==> config.mk <==
export PLATFORM = sky130hd
export DESIGN_NAME = mem_wb_stage
export DESIGN_NICKNAME = d
export VERILOG_FILES = /design/src/rtl/mem_wb_pkg.sv /design/src/rtl/pipe_skid_buf.sv /design/src/rtl/mem_wb_stage.sv
export SDC_FILE = /design/constraint.sdc
export NUM_CORES = 1
export LEC_CHECK = 0
export CORE_MARGIN = 3
export CORE_UTILIZATION = 50
export CTS_CLUSTER_SIZE = 14
export DETAILED_ROUTE_END_ITERATION = 8
export PLACE_DENSITY = 0.81
export SLEW_MARGIN = 25
export SYNTH_ARGS = -nofsm -noshare
export SYNTH_HDL_FRONTEND = slang
export SYNTH_SLANG_ARGS = --single-unit
export TNS_END_PERCENT = 50
==> constraint.sdc <==
create_clock -name clk -period 4.9 [get_ports clk]
set_input_delay 0.735 -clock clk [delete_from_list [all_inputs] [get_ports clk]]
set_output_delay 0.735 -clock clk [all_outputs]
set_load 0.1 [all_outputs]
==> src/rtl/mem_wb_pkg.sv <==
// Shared widths and the MEM->WB payload beat for the write-back stage.
package mem_wb_pkg;
    localparam int DATA_W  = 16;
    localparam int ADDR_W  = 3;
    localparam int COUNT_W = 16;

    typedef struct packed {
        logic [DATA_W-1:0] mem_data;
        logic [DATA_W-1:0] alu_result;
        logic [ADDR_W-1:0] rd;
        logic              mem_to_reg;
        logic              reg_write;
    } mem_wb_beat_t;
endpackage

==> src/rtl/pipe_skid_buf.sv <==
// Two-entry (head + skid) valid/ready buffer with flush; state moves on the falling edge.
module pipe_skid_buf
    import mem_wb_pkg::*;
#(
    parameter type beat_t = mem_wb_beat_t
) (
    input  logic  clk,
    input  logic  rst_n,
    input  logic  in_valid,
    output logic  in_ready,
    input  beat_t in_beat,
    input  logic  flush,
    input  logic  out_ready,
    output logic  out_valid,
    output beat_t out_beat
);
    logic  h_vld, s_vld;
    beat_t h_beat, s_beat;
    logic  acc, pop;

    assign in_ready  = !s_vld;
    assign out_valid = h_vld;
    assign out_beat  = h_beat;
    assign acc       = in_valid & !s_vld;
    assign pop       = h_vld & out_ready;

    always_ff @(negedge clk or negedge rst_n) begin
        if (!rst_n) begin
            h_vld  <= 1'b0;
            s_vld  <= 1'b0;
            h_beat <= '0;
            s_beat <= '0;
        end else if (flush) begin
            // payload is left alone; only the valid bits are dropped
            h_vld <= 1'b0;
            s_vld <= 1'b0;
        end else if (!h_vld || pop) begin
            if (s_vld) begin
                h_beat <= s_beat;
                s_vld  <= acc;
                if (acc) s_beat <= in_beat;
            end else begin
                h_vld <= acc;
                if (acc) h_beat <= in_beat;
            end
        end else if (acc) begin
            s_vld  <= 1'b1;
            s_beat <= in_beat;
        end
    end
endmodule

==> src/rtl/mem_wb_stage.sv <==
// MEM->WB stage: skid-buffered handshake, MemToReg select, gated write enable,
// retired write-back counter. Optional forwarding tap under MEM_WB_FWD_EN.
module mem_wb_stage
    import mem_wb_pkg::*;
#(
    parameter int DATA_W   = mem_wb_pkg::DATA_W,
    parameter int ADDR_W   = mem_wb_pkg::ADDR_W,
    parameter int COUNT_W  = mem_wb_pkg::COUNT_W,
    parameter bit ZERO_REG = 1'b1
) (
    input  logic               clk,
    input  logic               rst_n,
    input  logic               in_valid,
    output logic               in_ready,
    input  logic [DATA_W-1:0]  mem_data_in,
    input  logic [DATA_W-1:0]  alu_result_in,
    input  logic [ADDR_W-1:0]  rd_in,
    input  logic               mem_to_reg_in,
    input  logic               reg_write_in,
    input  logic               flush,
    input  logic               out_ready,
    output logic               out_valid,
    output logic [DATA_W-1:0]  wb_data,
    output logic [ADDR_W-1:0]  wb_addr,
    output logic               wb_we,
    output logic [COUNT_W-1:0] wb_count,
    output logic               fwd_valid,
    output logic [ADDR_W-1:0]  fwd_addr,
    output logic [DATA_W-1:0]  fwd_data
);
    // Local beat type follows the instance widths rather than the package defaults.
    typedef struct packed {
        logic [DATA_W-1:0] mem_data;
        logic [DATA_W-1:0] alu_result;
        logic [ADDR_W-1:0] rd;
        logic              mem_to_reg;
        logic              reg_write;
    } beat_t;

    beat_t in_beat, h_beat;
    logic  h_vld, zero_hit;

    assign in_beat = '{mem_data:   mem_data_in,
                       alu_result: alu_result_in,
                       rd:         rd_in,
                       mem_to_reg: mem_to_reg_in,
                       reg_write:  reg_write_in};

    pipe_skid_buf #(.beat_t(beat_t)) u_skid (
        .clk       (clk),
        .rst_n     (rst_n),
        .in_valid  (in_valid),
        .in_ready  (in_ready),
        .in_beat   (in_beat),
        .flush     (flush),
        .out_ready (out_ready),
        .out_valid (h_vld),
        .out_beat  (h_beat)
    );

    assign out_valid = h_vld;
    assign zero_hit  = ZERO_REG && (h_beat.rd == '0);
    assign wb_data   = h_beat.mem_to_reg ? h_beat.mem_data : h_beat.alu_result;
    assign wb_addr   = h_beat.rd;
    assign wb_we     = h_vld & out_ready & h_beat.reg_write & !zero_hit;

    always_ff @(negedge clk or negedge rst_n) begin
        if (!rst_n)     wb_count <= '0;
        else if (wb_we) wb_count <= wb_count + 1'b1;
    end

`ifdef MEM_WB_FWD_EN
    // Tap reflects the held beat regardless of whether write-back is stalled.
    assign fwd_valid = h_vld & h_beat.reg_write & !zero_hit;
    assign fwd_addr  = h_beat.rd;
    assign fwd_data  = wb_data;
`else
    assign fwd_valid = 1'b0;
    assign fwd_addr  = '0;
    assign fwd_data  = '0;
`endif
endmodule

; Yosys cells after proc, flatten, opt, wreduce, memory -nomap -nowiden
; Cells that the tools add are included.
[totals]
regBits = 92
[classes]
n_addsub = 1
muxes = 13
n_reduce_logical = 11
n_bitwise = 5
eq_ne = 2
[op_table]
columns = op, n
row1 = 37-bit two-way mux, 5
row2 = 16-bit by 1-bit adder with 16-bit output (second input constant), 1
row3 = 16-bit two-way mux, 1
row4 = 1-bit two-way mux, 7
row5 = 1-bit bitwise AND, 4
row6 = 2-bit AND reduction, 2
row7 = 2-bit nonzero test, 2
row8 = 1-bit zero test, 3
row9 = 3-bit zero test, 1
row10 = 3-bit AND reduction, 1
row11 = 3-bit nonzero test, 1
row12 = 2-bit by 1-bit != test with 1-bit output (second input constant), 1
row13 = 2-bit != test (second input constant), 1
row14 = 1-bit logical OR, 1
row15 = 1-bit inverter, 1

; Longest topological paths before layout
[depth]
ltp_word = 5
depth_mapped = 7

; Cells and area by module
; A second synthesis with hierarchy kept.
[unflattened]
cells_unflattened = 313
hier_area_um2 = 4405.5
[modules_own_cells]
columns = module, n_inst, cells_each, area_each_um2
row1 = pipe_skid_buf, 1, 207, 3293.2
row2 = mem_wb_stage, 1, 106, 1112.3

==> metrics.txt <==
# TYPE chip_impl_metric gauge
chip_impl_metric{name="synthToLayoutAreaGrowth",unit="%"} 28.3
chip_impl_metric{name="critical_path_arrival",unit="ps"} 4040
chip_impl_metric{name="antennaDiodeCount",unit=""} 0
chip_impl_metric{name="clock_skew",unit="ps"} 6.39
chip_impl_metric{name="maxSlewViolCount",unit=""} 0
chip_impl_metric{name="worst_setup_hold_path_clk_slew",unit="ps"} 60
chip_impl_metric{name="synth-async-reset-ratio",unit=""} 1.00
chip_impl_metric{name="routedWlPerCell",unit="um"} 15.9
chip_impl_metric{name="routed_wirelength",unit="um"} 8580
chip_impl_metric{name="synth-seq-cells",unit=""} 92
chip_impl_info{name="worst_r2r_endpoint",value="u_skid.out_beat[28]"} 1
chip_impl_info{name="run_status",value="finished clean"} 1
chip_impl_metric{name="yosysUniqueCellTypes",unit=""} 29
chip_impl_metric{name="die-height",unit="um"} 98.2
chip_impl_metric{name="reg2regPathDepth",unit=""} 5
chip_impl_metric{name="core_area",unit="um^2"} 8220
chip_impl_metric{name="netlist_area",unit="um^2"} 4250
chip_impl_metric{name="worstPathBufferInverterCount",unit=""} 2
chip_impl_info{name="critical_path.startpoint_type",value="flip-flop"} 1
chip_impl_info{name="layout_commonest_cell",value="dfrtn_1"} 1
chip_impl_metric{name="worstPathRequired",unit="ps"} 4160
chip_impl_metric{name="vias_per_cell",unit=""} 5.25
chip_impl_info{name="highest_count_cells_in_the_layout_ignoring_fill_and_taps",value="dfrtn_1, mux2_2, clkdlybuf4s50_1, nor2_1, a21oi_1"} 1
chip_impl_metric{name="ant_nets",unit=""} 0
chip_impl_metric{name="grt_max_degree",unit=""} 48
chip_impl_info{name="timing.critical_path.max_delay_family",value="buffers and inverters"} 1
chip_impl_metric{name="report.final.hold_viol_count",unit=""} 0
chip_impl_metric{name="cts_inserted_buffers",unit=""} 9
chip_impl_info{name="crit_chain",value="buf_4, mux2_2, buf_12"} 1
chip_impl_metric{name="slew-limit-headroom",unit=""} 0.550
chip_impl_metric{name="synth_edf_count",unit=""} 0
chip_impl_metric{name="postSynthAreaPerCell",unit="um^2"} 12.1
chip_impl_info{name="cts_root_buf",value="clkbuf_8"} 1
chip_impl_metric{name="drt_drc_violations_left",unit=""} 0
chip_impl_metric{name="yosys_warnings",unit=""} 0
chip_impl_info{name="synth_top_flop_cell",value="dfrtn_1"} 1
chip_impl_metric{name="post-route-worst-setup-slack",unit="ps"} 125
chip_impl_metric{name="cp_slowest_stage_delay",unit="ps"} 420
chip_impl_metric{name="initial_utilization",unit=""} 0.517
chip_impl_info{name="worst_r2r_startpoint",value="u_skid.s_vld"} 1
chip_impl_metric{name="cts_num_sinks",unit=""} 92
chip_impl_metric{name="design.final.nets",unit=""} 472
chip_impl_metric{name="numPortBuffers",unit=""} 79
chip_impl_metric{name="number_of_placed_i_o_pins",unit=""} 100
chip_impl_metric{name="postSynthCellCount",unit=""} 351
chip_impl_metric{name="htree_num_levels",unit=""} 3
chip_impl_metric{name="hpwl",unit="um"} 6100
chip_impl_info{name="setup_crit_path_kind",value="flip-flop to output port"} 1
chip_impl_metric{name="synth_seq_area_share",unit=""} 0.542
chip_impl_metric{name="num_rows",unit=""} 33
chip_impl_metric{name="crit_cells",unit=""} 3
chip_impl_metric{name="power_density",unit="nW/um^2"} 454
chip_impl_metric{name="reg2reg_setup_slack",unit="ps"} 2940
chip_impl_info{name="slowest_stage",value="mux2_2"} 1
chip_impl_metric{name="worst-path-max-fanout",unit=""} 17
chip_impl_metric{name="grt_overflow_total",unit=""} 0
chip_impl_metric{name="final_total_power",unit="W"} 0.00248
chip_impl_metric{name="vias",unit=""} 2828
chip_impl_metric{name="peakVddDrop",unit="uV"} 403
chip_impl_metric{name="cap_viol_max_count",unit=""} 0
chip_impl_info{name="tritoncts",value="built"} 1
chip_impl_metric{name="clk-insertion-delay-late",unit="ps"} 340
chip_impl_info{name="end_kind",value="output port"} 1
chip_impl_metric{name="grt_first_pass_wirelength",unit="um"} 14100
chip_impl_metric{name="gp_congestion",unit=""} 0.771
chip_impl_metric{name="grt_antenna_before_repair",unit=""} 0
chip_impl_info{name="rsz0062_at_grt",value="false"} 1
chip_impl_metric{name="n_fill_cell",unit=""} 618
chip_impl_metric{name="grt_util_all_layers",unit=""} 0.183
chip_impl_info{name="hp-class",value="flip-flop to flip-flop"} 1
chip_impl_metric{name="first_global_vias",unit=""} 2830
chip_impl_metric{name="p_leak",unit="nW"} 2.34
chip_impl_metric{name="drt_pass_1_iters",unit=""} 4
chip_impl_metric{name="cts_setup_buffers",unit=""} 0
chip_impl_metric{name="die_outline_area",unit="um^2"} 9640
chip_impl_metric{name="die_w",unit="um"} 98.2
chip_impl_metric{name="finalSetupViolations",unit=""} 0
chip_impl_metric{name="drt_first_iter_violations",unit=""} 70
chip_impl_info{name="crit_end",value="wb_data[10]"} 1
chip_impl_info{name="critPathLaunch",value="u_skid.out_beat[1]"} 1
chip_impl_metric{name="dp_slack",unit="ps"} 82.6
chip_impl_metric{name="worstMarginPinSlew",unit="ps"} 674
chip_impl_metric{name="max-clock-path-buffers",unit=""} 2
chip_impl_metric{name="layout-drive-gt1-share",unit=""} 0.286
==> worst register-to-register path, stage by stage, from the launching register on <==
cell	delay, ps
dfrtn_1	420
buf_4	560
o21bai_1	250
a21oi_4	240
buf_12	230
a21oi_1	110
==> cells by family (layout without fill, tap and decap cells) <==
logic type	after synthesis	count (layout)	share of synthesized area
AOI/OAI and AO/OA	41	41	0.0489
xor gates and xnor gates	15	15	0.0309
adders and majority gates	1	1	0.00294
buffers and inverters	43	107	0.0680
DFF	92	92	0.542
muxes	91	91	0.230
other	1	20	0.000882
and+or+nand+nor	67	67	0.0765
==> cell usage after synthesis, types with 3 or more instances <==
cell type	instances	area (um^2)
a21oi_1	39	195
and3_1	5	31.3
buf_2	12	60.1
buf_4	24	180
buf_6	3	33.8
dfrtn_1	92	2300
mux2_1	3	33.8
mux2_2	51	574
mux2i_1	37	370
nand2_1	3	11.3
nand3_1	6	30.0
nand4_1	4	25.0
nor2_1	40	150
xnor2_1	8	70.1
xor2_1	7	61.3
==> worst min-delay path by stage <==
stage               slack [ps]              start           endpoint  depth (start not counted)
floorplan                  420  u_skid.s_beat[10]  u_skid.s_beat[10]                          1
global placement           420       wb_count[15]       wb_count[15]                          1
detailed placement         440       wb_count[15]       wb_count[15]                          1
CTS                        440       wb_count[15]       wb_count[15]                          1
global route               460   u_skid.s_beat[0]   u_skid.s_beat[0]                          1
finish                     430       wb_count[15]       wb_count[15]                          1
==> metal layers <==
metal	vias up	track usage	part of all wire
met5	-	0	0
met4	0	0.0378	0.0097
met3	9	0.0593	0.065
met2	81	0.304	0.50
met1	1416	0.239	0.43
li1	1322	-	-
==> state kept, by name (all words and copies together), names as in the netlist <==
register / count
u_skid.out_beat: 37
u_skid.s_beat: 37
wb_count: 16
u_skid.out_valid: 1
u_skid.s_vld: 1
==> metrics by stage <==
step	cell area (um^2)	utilization	hold WS (ps)	TNS, ps	std cells
after floorplan	4330	-	419	-157	370
after global placement	5250	0.639	419	0	523
after detailed placement	5250	0.639	437	0	523
after CTS	5450	0.663	438	0	539
after global routing	5450	0.664	459	0	539
final	5450	0.664	428	0	539
==> power by group <==
part / total, W / internal (W) / switching [W] / leakage [nW]
Sequential: 0.00101 / 0.000918 / 0.0000942 / 1.11
Clock: 0.000497 / 0.000229 / 0.000268 / 0.103
Combinational: 0.000966 / 0.000329 / 0.000637 / 1.13
==> layout make-up <==
type | count | area (um^2) | area share
Timing Repair Buffer | 89 | 1060 | 0.194
Tap cell | 105 | 131 | 0.0241
Multi-Input combinational cell | 235 | 1760 | 0.323
Clock buffer | 12 | 165 | 0.0303
Clock inverter | 4 | 31.3 | 0.00574
Inverter | 2 | 7.51 | 0.00138
Sequential cell | 92 | 2300 | 0.422
==> timing repair <==
item | in CTS | in global routing
endpoints found under the hold margin | 0 | 0
resized for setup | 0 | 1
hold buffers | 0 | 0
endpoints found under the setup margin | 0 | 1
(Power assumes the default switching activity.)
